===== config.mk =====
export PLATFORM = sky130hd
export DESIGN_NAME = rr_mux_arbiter_flat
export DESIGN_NICKNAME = d
export VERILOG_FILES = /design/src/rtl/rr_mux_arbiter_if.sv /design/src/rtl/rr_mux_arbiter.sv /design/src/flat_wrapper.sv
export SDC_FILE = /design/constraint.sdc
export NUM_CORES = 1
export LEC_CHECK = 0
export BUFFER_PORTS_ARGS = -buffer_cell sky130_fd_sc_hd__buf_4
export CORE_ASPECT_RATIO = 0.5
export CORE_MARGIN = 2
export CORE_UTILIZATION = 55
export CTS_CLUSTER_SIZE = 8
export DETAILED_ROUTE_END_ITERATION = 7
export PLACE_DENSITY = 0.76
export SYNTH_ARGS = -nofsm -noshare
export SYNTH_HDL_FRONTEND = slang
export SYNTH_SLANG_ARGS = --single-unit

===== constraint.sdc =====
create_clock -name clk -period 5.2 [get_ports clk]
set_clock_uncertainty 0.05 [all_clocks]
set_input_delay 1.56 -clock clk [delete_from_list [all_inputs] [get_ports clk]]
set_output_delay 1.56 -clock clk [all_outputs]
set_load 0.01 [all_outputs]

===== src/rtl/rr_mux_arbiter_if.sv =====
// rr_mux_arbiter_if: request/data/grant bundle between requesters and the
// round-robin arbiter sitting in front of a 16:1 single-bit mux.
//   req         : per-requester request lines (held while the path is wanted)
//   in          : per-requester data bits, bit i belongs to requester i
//   sel         : index of the current or last grantee (mux select)
//   grant       : one-hot grant, all zero when idle
//   grant_valid : high while a grant is active
//   out         : registered data bit of the previous cycle's grantee
//   out_valid   : high when out carries a granted sample
// Modports: master = requester side, slave = arbiter side.
interface rr_mux_arbiter_if;
  logic [15:0] req;
  logic [15:0] in;
  logic [3:0]  sel;
  logic [15:0] grant;
  logic        grant_valid;
  logic        out;
  logic        out_valid;

  modport master (
    output req, in,
    input  sel, grant, grant_valid, out, out_valid
  );

  modport slave (
    input  req, in,
    output sel, grant, grant_valid, out, out_valid
  );
endinterface


===== src/rtl/rr_mux_arbiter.sv =====
// rr_mux_arbiter: round-robin arbiter sharing one 16:1 single-bit selection
// path among 16 requesters. A grant is held while its requester keeps req
// high, but for at most MAX_HOLD consecutive cycles once someone else waits.
// The selected data bit is registered one cycle behind the grant.
// Ports:
//   clk : rising-edge clock
//   rst : asynchronous active-high reset
//   bus : rr_mux_arbiter_if.slave (req, in -> sel, grant, grant_valid,
//         out, out_valid)
// Parameter:
//   MAX_HOLD : contended hold limit in cycles, legal range 1..15
module rr_mux_arbiter #(
  parameter int MAX_HOLD = 4
) (
  input  logic           clk,
  input  logic           rst,
  rr_mux_arbiter_if.slave bus
);

  localparam logic [3:0] HOLD_LIMIT = 4'(MAX_HOLD);

  typedef enum logic {IDLE, GRANT} state_t;

  state_t     state, state_nxt;
  logic [3:0] ptr, ptr_nxt;
  logic [3:0] hold_cnt, hold_nxt;
  logic [3:0] sel_p0, sel_nxt;
  logic       out_p1, vld_p1;
  logic       grant_valid_c;
  logic [15:0] grant_c;

  // First set bit of r at or above base, wrapping 15 -> 0. Callers only use
  // the result when r is non-zero.
  function automatic logic [3:0] rr_pick(input logic [15:0] r, input logic [3:0] base);
    logic [3:0] idx;
    logic [3:0] j;
    logic       found;
    idx   = base;
    found = 1'b0;
    for (int k = 0; k < 16; k++) begin
      j = base + 4'(k);
      if (!found && r[j]) begin
        idx   = j;
        found = 1'b1;
      end
    end
    return idx;
  endfunction

  // State register: control state, selection index and datapath register.
  always_ff @(posedge clk or posedge rst) begin
    if (rst) begin
      state    <= IDLE;
      ptr      <= 4'd0;
      hold_cnt <= 4'd0;
      sel_p0   <= 4'd0;
      out_p1   <= 1'b0;
      vld_p1   <= 1'b0;
    end else begin
      state    <= state_nxt;
      ptr      <= ptr_nxt;
      hold_cnt <= hold_nxt;
      sel_p0   <= sel_nxt;
      // out stage: sample the current grantee's bit, hold when idle
      if (grant_valid_c) begin
        out_p1 <= bus.in[sel_p0];
      end
      vld_p1 <= grant_valid_c;
    end
  end

  // Next-state logic: arbitration, hold counting and release.
  always_comb begin
    logic [15:0] others;
    logic        release_g;
    logic [3:0]  ptr_rel;

    state_nxt = state;
    ptr_nxt   = ptr;
    hold_nxt  = hold_cnt;
    sel_nxt   = sel_p0;
    others    = bus.req & ~(16'h0001 << sel_p0);
    release_g = 1'b0;
    ptr_rel   = sel_p0 + 4'd1;

    unique case (state)
      IDLE: begin
        if (bus.req != 16'h0000) begin
          state_nxt = GRANT;
          sel_nxt   = rr_pick(bus.req, ptr);
          hold_nxt  = 4'd1;
        end
      end
      GRANT: begin
        release_g = !bus.req[sel_p0] ||
                    ((hold_cnt == HOLD_LIMIT) && (others != 16'h0000));
        if (release_g) begin
          ptr_nxt = ptr_rel;
          if (others != 16'h0000) begin
            // Back-to-back handover; the old grantee is searched last.
            sel_nxt  = rr_pick(others, ptr_rel);
            hold_nxt = 4'd1;
          end else begin
            state_nxt = IDLE;
          end
        end else if (hold_cnt < HOLD_LIMIT) begin
          // Saturating, so an uncontended grant is held indefinitely.
          hold_nxt = hold_cnt + 4'd1;
        end
      end
      default: state_nxt = IDLE;
    endcase
  end

  // Output logic: grant decoded from state so reset clears it at once.
  always_comb begin
    grant_valid_c = (state == GRANT);
    grant_c       = 16'h0000;
    if (grant_valid_c) begin
      grant_c = 16'h0001 << sel_p0;
    end
  end

  assign bus.sel         = sel_p0;
  assign bus.grant       = grant_c;
  assign bus.grant_valid = grant_valid_c;
  assign bus.out         = out_p1;
  assign bus.out_valid   = vld_p1;

endmodule

===== src/flat_wrapper.sv =====
// flat-port wrapper written by rule: the top's interface ports become plain ports
module rr_mux_arbiter_flat 
#(
  parameter int MAX_HOLD = 4
)
  (clk, rst, bus_req, bus_in, bus_sel, bus_grant, bus_grant_valid, bus_out, bus_out_valid);
  rr_mux_arbiter_if bus_i ();
  input  logic clk;
  input  logic rst;
  input wire logic [$bits(bus_i.req)-1:0] bus_req;
  input wire logic [$bits(bus_i.in)-1:0] bus_in;
  output wire logic [$bits(bus_i.sel)-1:0] bus_sel;
  output wire logic [$bits(bus_i.grant)-1:0] bus_grant;
  output wire logic [$bits(bus_i.grant_valid)-1:0] bus_grant_valid;
  output wire logic [$bits(bus_i.out)-1:0] bus_out;
  output wire logic [$bits(bus_i.out_valid)-1:0] bus_out_valid;
  assign bus_i.req = bus_req;
  assign bus_i.in = bus_in;
  assign bus_sel = bus_i.sel;
  assign bus_grant = bus_i.grant;
  assign bus_grant_valid = bus_i.grant_valid;
  assign bus_out = bus_i.out;
  assign bus_out_valid = bus_i.out_valid;
  rr_mux_arbiter #(.MAX_HOLD(MAX_HOLD)) u_core (.clk(clk), .rst(rst), .bus(bus_i));
endmodule

# Yosys cells after proc, flatten, opt, wreduce, memory -nomap -nowiden
# Index checks and enable logic that the tools add are counted.
dict set report word_totals {
  out_inout_bits 23
  elab_cells 367
  input_bits 34
  regBits 15
}
dict set report classes {
  n_eq_ne 6
  n_mux 217
  order_cmp 34
  add_sub_neg 32
  shifts 1
  n_bitwise 3
  n_reduce_logical 68
}
# operator n
set op_table {}
lappend op_table {{4-bit by 5-bit less-than comparator with 1-bit output, second input constant} 33}
lappend op_table {{4-bit two-way mux} 37}
lappend op_table {{1-bit two-way mux} 142}
lappend op_table {{1-bit binary-select mux with 4-bit select} 34}
lappend op_table {{4-bit adder, second input constant} 16}
lappend op_table {{4-bit by 3-bit adder with 4-bit output, second input constant} 8}
lappend op_table {{16-bit nonzero test} 2}
lappend op_table {{1-bit logical AND} 31}
lappend op_table {{1-bit logical NOT} 31}
lappend op_table {{4-bit by 1-bit adder with 4-bit output, second input constant} 4}
lappend op_table {{4-bit by 2-bit adder with 4-bit output, second input constant} 4}
lappend op_table {{16-bit AND} 1}
lappend op_table {{16-bit two-way mux} 1}
lappend op_table {{16-bit NOT} 1}
lappend op_table {{4-bit case mux with 2 select lines} 2}
lappend op_table {{1-bit by 4-bit left shift with 16-bit output, first input constant} 1}
lappend op_table {{3-bit inequality test, second input constant} 2}
lappend op_table {{3-bit AND reduction} 2}
lappend op_table {{4-bit by 3-bit equality test with 1-bit output, second input constant} 1}
lappend op_table {{4-bit by 3-bit less-than comparator with 1-bit output, second input constant} 1}
lappend op_table {{2-bit inequality test, second input constant} 2}
lappend op_table {{2-bit by 1-bit inequality test with 1-bit output, second input constant} 1}
lappend op_table {{1-bit case mux with 2 select lines} 1}
lappend op_table {{2-bit AND reduction} 1}
lappend op_table {{other kinds (2)} 2}

# Longest topological paths before layout
# Gate-level depths: netlist of run 1.
dict set report logic_depth {
  depth_word 99
  depth_mapped 20
}

# Least setup slack after synthesis of run 1
# OpenSTA, ideal clock, no wires.
dict set report synth_timing {
  path_type {register to register}
  start {reg u_core.sel_p0[0], in the netlist u_core.bus.sel[0]}
  end {reg u_core.sel_p0[0], in the netlist u_core.bus.sel[0]}
  path_buffers 4
  arrival_ns 5.020
  stages_incl_launch_ff 20
  path_slack_ns -0.016
  setup_time_ns 0.146
  t_required_ns 5.004
  cell_sequence {dfrtp_1 -> inv_1 -> buf_1 -> clkbuf_1 -> ha_1 -> buf_2 -> inv_1 -> clkbuf_1 -> ha_1 -> or3b_1 -> o211ai_2 -> xor2_2 -> mux2i_1 -> mux2i_2 -> nand4_1 -> or3_1 -> or3_1 -> and4b_1 -> o2111ai_1 -> o2111ai_1}
}
dict set report synth_between {
  elab_chain_cells 99
  word_cells_on_any_way 168
  classes_between {add/sub: 16; eq/ne: 2; shift: 1; mux: 112; bitwise: 2; reduce/logical: 35}
}
# item line_no
set synth_lines {}
lappend synth_lines {{start, declared} rr_mux_arbiter.sv:27} ;# logic [3:0] sel_p0, sel_nxt;
lappend synth_lines {{start signal, assigned} rr_mux_arbiter.sv:63} ;# sel_p0 <= sel_nxt;
lappend synth_lines {{parallel branches: the longest is 99 deep, another holds 4-bit by 1-bit adder with 4-bit output} n/a}
# Several ways; the timed one is not identified. The select of a mux whose other input is x is not followed.
# A chain may end at the register's enable or synchronous reset.

# Final worst setup path of run 1
dict set report layout_timing {
  start {reg u_core.sel_p0[0], in the netlist u_core.bus.sel[0]}
  end {reg u_core.sel_p0[2], in the netlist u_core.bus.sel[2]}
}
# The elaborated chain is that of the path after synthesis.

==> results.cfg, run 1 <==
[min_path]
min-delay-path-class = reg -> reg

[synthesis]
synth_area_per_inst_um2 = 7.88
synthCells = 847
ys_async_sr_fraction = 1.00
yosys_register_bits = 15
netlist.area_leader.share = 0.155
seq_area_frac_synth = 0.0563
synth-simple-area-share = 0.261
yosysWarnings = 0
synth_area_in_adders = 0.0413
ys_top_cells_by_area = sky130_fd_sc_hd__mux4_2, sky130_fd_sc_hd__mux2i_1, sky130_fd_sc_hd__dfrtp_1
post_synth_xor_area_fraction = 0.0461
synth_top_family_by_area = multiplexers
synth_top_area_cell = sky130_fd_sc_hd__mux4_2
syn-num-nets = 903
synth_enable_flop_cells = 0
synth_compound_area_frac = 0.258
post_synth_design_cell_area_um2 = 6670
synth-main-ff-cell = sky130_fd_sc_hd__dfrtp_1
synthMuxAreaShare = 0.269
post-synth-top-count-cell = sky130_fd_sc_hd__nand2_1
yosysUniqueCellTypes = 95
synth.top_cells.by_count = sky130_fd_sc_hd__nand2_1, sky130_fd_sc_hd__nor2_1, sky130_fd_sc_hd__mux2i_1

[route]
dr_total_vias = 7414
avgViaCountPerCell = 7.07
drtIter0Drc = 960
postRouteWirelength_um = 24400
drcViolationCount = 0
route.antenna.remaining_nets = 0
first_pass_iters = 5
routedWlPerCell_um = 23.3

[floorplanning]
fp.dieArea_um2 = 13100
die_w_um = 160
number_of_placed_i_o_pins = 57
die_height_um = 81.9
design.core.area_um2 = 11800
placement_rows = 28
initial_core_utilization = 0.565

[layout]
design.final.nets = 941
n_fill_cell = 1073
syn2layout_area_growth_pct = 10.9
antenna_cell_count = 0
fin_util = 0.626
fraction_of_layout_instances_using_a_drive_strength_above_1 = 0.231
final_cell_count_no_fill = 1049

[global_route]
largest_net_degree_at_the_start_of_global_routing = 46
global_route.overflow_total = 0
grt_pass1_wl_um = 38300
number_of_global_route_vias_before_repair = 6767
grtUsageTotal = 0.374
initial_antenna_violation_count = 0

[critical_path]
cpPeakStageDelay_ns = 0.59
timing.setup.critical_path_class = reg -> reg
ordered_list_of_cells_on_the_worst_path = ha_1, ha_1, buf_4, xor2_2, o21ai_0, mux4_2, mux2i_4, buf_4, mux2i_1, a221oi_1, o21ai_0, o2111ai_1, a21oi_1, o221ai_1
critical_path_peak_fanout = 21
timing.critical_path.slowest_stage_cell = sky130_fd_sc_hd__mux4_2
required_ns = 5.25
kind_of_end_point_of_the_critical_path = flip-flop
setup.worst_path.start_class = flip-flop
crit_arrival_ns = 5.01
regToRegSetupSlack_ns = 0.23

[clocking]
cts_setup_buffers = 0
hold_buffers = 0
clock_tree.buffer_depth = 2
total_number_of_h_tree_levels = 1
cts_tree = done
clock_insertion_delay_worst_skew_ns = 0.25
cts_root_buf = sky130_fd_sc_hd__clkbuf_16
clk_pin_slew_worst_paths_ns = 0.05
clock_sinks = 15
total_cts_buffers = 3
cts-resized-gates = 0

[sta]
setup_total_negative_slack_ns = 0
timing.final.hold_violations = 0
timing.fmax_mhz = 201
setup_ws_final_ns = 0.235
worst_slew_pin_slew_ns = 0.794
worst_slew_margin_rel = 0.467
unrepaired_setup_endpoints_after_global_routing = no
setup_viol = 0
final-max-slew-violation-count = 0
period_needed_ns = 4.97
finalCritPeriodShare = 0.955

[run]
maxCapViolations = 0

[place]
dp_slack_ns = 0.300
dp_hpwl_um = 18800
buffer_ports.inserted = 56
place_inst = 1045
gp_congestion = 1.04

[status]
status = complete, no violations
[registers in the layout (all words and copies together) (netlist names)]
signal,count
u_core.bus.grant_valid,1
u_core.ptr,4
u_core.hold_cnt,4
u_core.bus.sel,4
u_core.bus.out_valid,1
u_core.bus.out,1
[critical path: cells and delay by family, from the launching register on]
kind | cells | cell delay, ns
buf+inv | 2 | 0.54
xor+xnor | 1 | 0.57
fa+ha+maj | 2 | 0.76
mux | 3 | 1.04
compound gates | 6 | 1.45
flops | 1 | 0.40
[metrics by stage]
step                hold WS [ns]  cell area, µm²
floorplan                  0.424            6670
global placement           0.445            7320
detailed placement         0.450            7320
CTS                        0.457            7400
global route               0.493            7400
finish                     0.463            7400
[cells in the final DEF, fill, tap and decap left out, types with 13 or more instances in the layout]
cell type                   n
sky130_fd_sc_hd__a21oi_1   41
sky130_fd_sc_hd__and2_1    13
sky130_fd_sc_hd__buf_4     99
sky130_fd_sc_hd__dfrtp_1   13
sky130_fd_sc_hd__ha_1      21
sky130_fd_sc_hd__inv_1     30
sky130_fd_sc_hd__mux2i_1   60
sky130_fd_sc_hd__mux4_2    46
sky130_fd_sc_hd__nand2_1   90
sky130_fd_sc_hd__nand2b_1  15
sky130_fd_sc_hd__nand3_1   25
sky130_fd_sc_hd__nand4_1   13
sky130_fd_sc_hd__nor2_1    64
sky130_fd_sc_hd__nor2b_1   17
sky130_fd_sc_hd__nor3_1    17
sky130_fd_sc_hd__o21ai_0   43
sky130_fd_sc_hd__o22ai_1   16
sky130_fd_sc_hd__xnor2_1   16
[path summary, 6_finish.rpt]
kind,startpoint,endpoint,cells after the start
max,u_core.bus.sel[0],u_core.bus.sel[2],14
min,u_core.hold_cnt[0],u_core.hold_cnt[0],1
max reg2reg,u_core.bus.sel[0],u_core.bus.sel[2],14
min reg2reg,u_core.hold_cnt[0],u_core.hold_cnt[0],1
max in group asynchronous,rst,u_core.bus.sel[0],2
min in group asynchronous,rst,u_core.hold_cnt[2],2
[per-layer routing]
layer,part of all wire,vias up,track usage
met1,0.42,3514,0.507
met4,0.031,0,0.117
li1,-,3354,-
met3,0.096,69,0.0576
met2,0.45,477,0.622
met5,0,-,0
[logic make-up after synthesis]
logic type	after synthesis
mux	119
fa+ha+maj	22
xor+xnor	27
compound gates	239
buf+inv	101
simple gates	324
flops	15
[cell type report]
class,count,area (µm²),area share
multi-input combinational,731,5840,0.790
inverter,34,128,0.0173
timing repair buffer,100,763,0.103
tap,165,206,0.0279
clock inverter,1,5.00,0.000677
sequential,15,378,0.0511
clock buffer,3,75.1,0.0102
Power of run 1 is left out: the tool's default activity adds up to more than one toggle a clock period on the data nets, which glitch-free logic cannot reach.
==> run 2, diff against run 1 <==
Settings changed: CELL_PAD_IN_SITES_DETAIL_PLACEMENT set to 1, CELL_PAD_IN_SITES_GLOBAL_PLACEMENT set to 1, CORE_UTILIZATION 55 to 43, PLACE_DENSITY 0.76 to 0.79.
==> results.cfg, run 2 (same netlist as run 1, synthesis figures left out) <==
[floorplanning]
die_w_um = 180
placement_rows = 32
number_of_placed_i_o_pins = 57
design.core.area_um2 = 15300
die_height_um = 92.1
initial_core_utilization = 0.436
fp.dieArea_um2 = 16600

[critical_path]
crit_arrival_ns = 5.17
required_ns = 5.32
setup.worst_path.start_class = flip-flop
kind_of_end_point_of_the_critical_path = flip-flop
critical_path_peak_fanout = 9
timing.setup.critical_path_class = reg -> reg

[global_route]
grt.met1_usage = 0.459
grt.met3_usage = 0.0226
number_of_global_route_vias_before_repair = 7713
grt_pass1_wl_um = 44300
largest_net_degree_at_the_start_of_global_routing = 45
grtUsageTotal = 0.333
initial_antenna_violation_count = 0
global_route.overflow_total = 0
grt_busiest_layer = met2
use_met2 = 0.572

[route]
dr_total_vias = 7646
first_pass_iters = 5
drcViolationCount = 0
drtIter0Drc = 791
routedWlPerCell_um = 25.5
postRouteWirelength_um = 28000
avgViaCountPerCell = 6.98
route.antenna.remaining_nets = 0

[clocking]
cts_tree = done
clock_insertion_delay_worst_skew_ns = 0.25
total_cts_buffers = 3
cts_root_buf = sky130_fd_sc_hd__clkbuf_16
cts_setup_buffers = 0
cts-resized-gates = 0
clk_pin_slew_worst_paths_ns = 0.05
total_number_of_h_tree_levels = 1
clock_tree.buffer_depth = 2
hold_buffers = 0
clock_sinks = 15

[layout]
syn2layout_area_growth_pct = 12.7
fraction_of_layout_instances_using_a_drive_strength_above_1 = 0.239
mostFrequentLayoutCells = sky130_fd_sc_hd__buf_4, sky130_fd_sc_hd__nand2_1, sky130_fd_sc_hd__nor2_1
antenna_cell_count = 0
mostFrequentLayoutCell = sky130_fd_sc_hd__buf_4
design.final.nets = 949

[run]
maxCapViolations = 0

[sta]
timing.fmax_mhz = 198
setup_total_negative_slack_ns = 0
finalCritPeriodShare = 0.970
worst_slew_margin_rel = 0.414
period_needed_ns = 5.05
setup_viol = 0
unrepaired_setup_endpoints_after_global_routing = no
timing.final.hold_violations = 0
worst_slew_pin_slew_ns = 0.879
final-max-slew-violation-count = 0

[place]
gp_congestion = 1.00
dp_hpwl_um = 21700
buffer_ports.inserted = 56

[status]
status = complete, no violations

[min_path]
min-delay-path-class = reg -> reg
run 2: changes by cell type in the layout (fill, tap and decap cells not counted):
| cell | previous run | this run |
|---|---|---|
| sky130_fd_sc_hd__buf_4 | 99 | 107 |
| sky130_fd_sc_hd__dfrtp_1 | 13 | 12 |
| sky130_fd_sc_hd__dfrtp_2 | 2 | 3 |
| sky130_fd_sc_hd__ha_2 | 1 | 0 |
| sky130_fd_sc_hd__ha_4 | 0 | 1 |
run 2: area by class of cell:
class / count / area [µm²]
fill: 1906 / 7780
multi-input combinational: 731 / 5850
timing repair buffer: 108 / 823
sequential: 15 / 379
tap: 204 / 255
inverter: 34 / 128
clock buffer: 3 / 75.1
clock inverter: 1 / 5.00
run 2: metal layers:
| metal | routed length, µm | vias up |
|---|---|---|
| li1 | - | 3363 |
| met1 | 12500 | 3929 |
| met2 | 13300 | 306 |
| met3 | 1630 | 48 |
| met4 | 589 | 0 |
| met5 | 0 | - |
run 2: worst paths after layout:
path                                    start                  to  slack [ns]  cells after the start
max                         u_core.bus.sel[1]   u_core.bus.sel[1]        0.15                     15
min                        u_core.hold_cnt[0]  u_core.hold_cnt[0]        0.47                      1
max reg2reg                 u_core.bus.sel[1]   u_core.bus.sel[1]        0.15                     15
min reg2reg                u_core.hold_cnt[0]  u_core.hold_cnt[0]        0.47                      1
max in group asynchronous                 rst   u_core.bus.sel[0]        3.36                      2
min in group asynchronous                 rst  u_core.hold_cnt[2]        1.32                      2
run 2: through the flow:
stage | hold WS (ns) | util | instance area (µm²) | worst slack (ns) | instances
final | 0.472 | 0.491 | 7520 | 0.154 | 1096
after global routing | 0.499 | 0.491 | 7520 | 0.00915 | 1096
after CTS | 0.467 | 0.491 | 7510 | 0.345 | 1096
after detailed placement | 0.452 | 0.486 | 7430 | 0.192 | 1092
after global placement | 0.444 | 0.486 | 7430 | 0.310 | 1092
after floorplan | 0.424 | - | 6670 | 0.117 | 847
run 2: critical path, cell delays in order (launching register included):
cell and delay, ns:
sky130_fd_sc_hd__dfrtp_1 0.54, sky130_fd_sc_hd__ha_1 0.30, sky130_fd_sc_hd__ha_1 0.61, sky130_fd_sc_hd__buf_4 0.25
sky130_fd_sc_hd__or3b_2 0.45, sky130_fd_sc_hd__o211ai_1 0.12, sky130_fd_sc_hd__xnor2_1 0.32, sky130_fd_sc_hd__mux2_2 0.41
sky130_fd_sc_hd__mux2i_1 0.53, sky130_fd_sc_hd__buf_4 0.27, sky130_fd_sc_hd__nand4_1 0.10, sky130_fd_sc_hd__o21ai_0 0.17
sky130_fd_sc_hd__o32ai_1 0.14, sky130_fd_sc_hd__o21ai_0 0.36, sky130_fd_sc_hd__a21oi_1 0.19, sky130_fd_sc_hd__o2bb2ai_1 0.15
Power of run 2 is left out for the same reason.
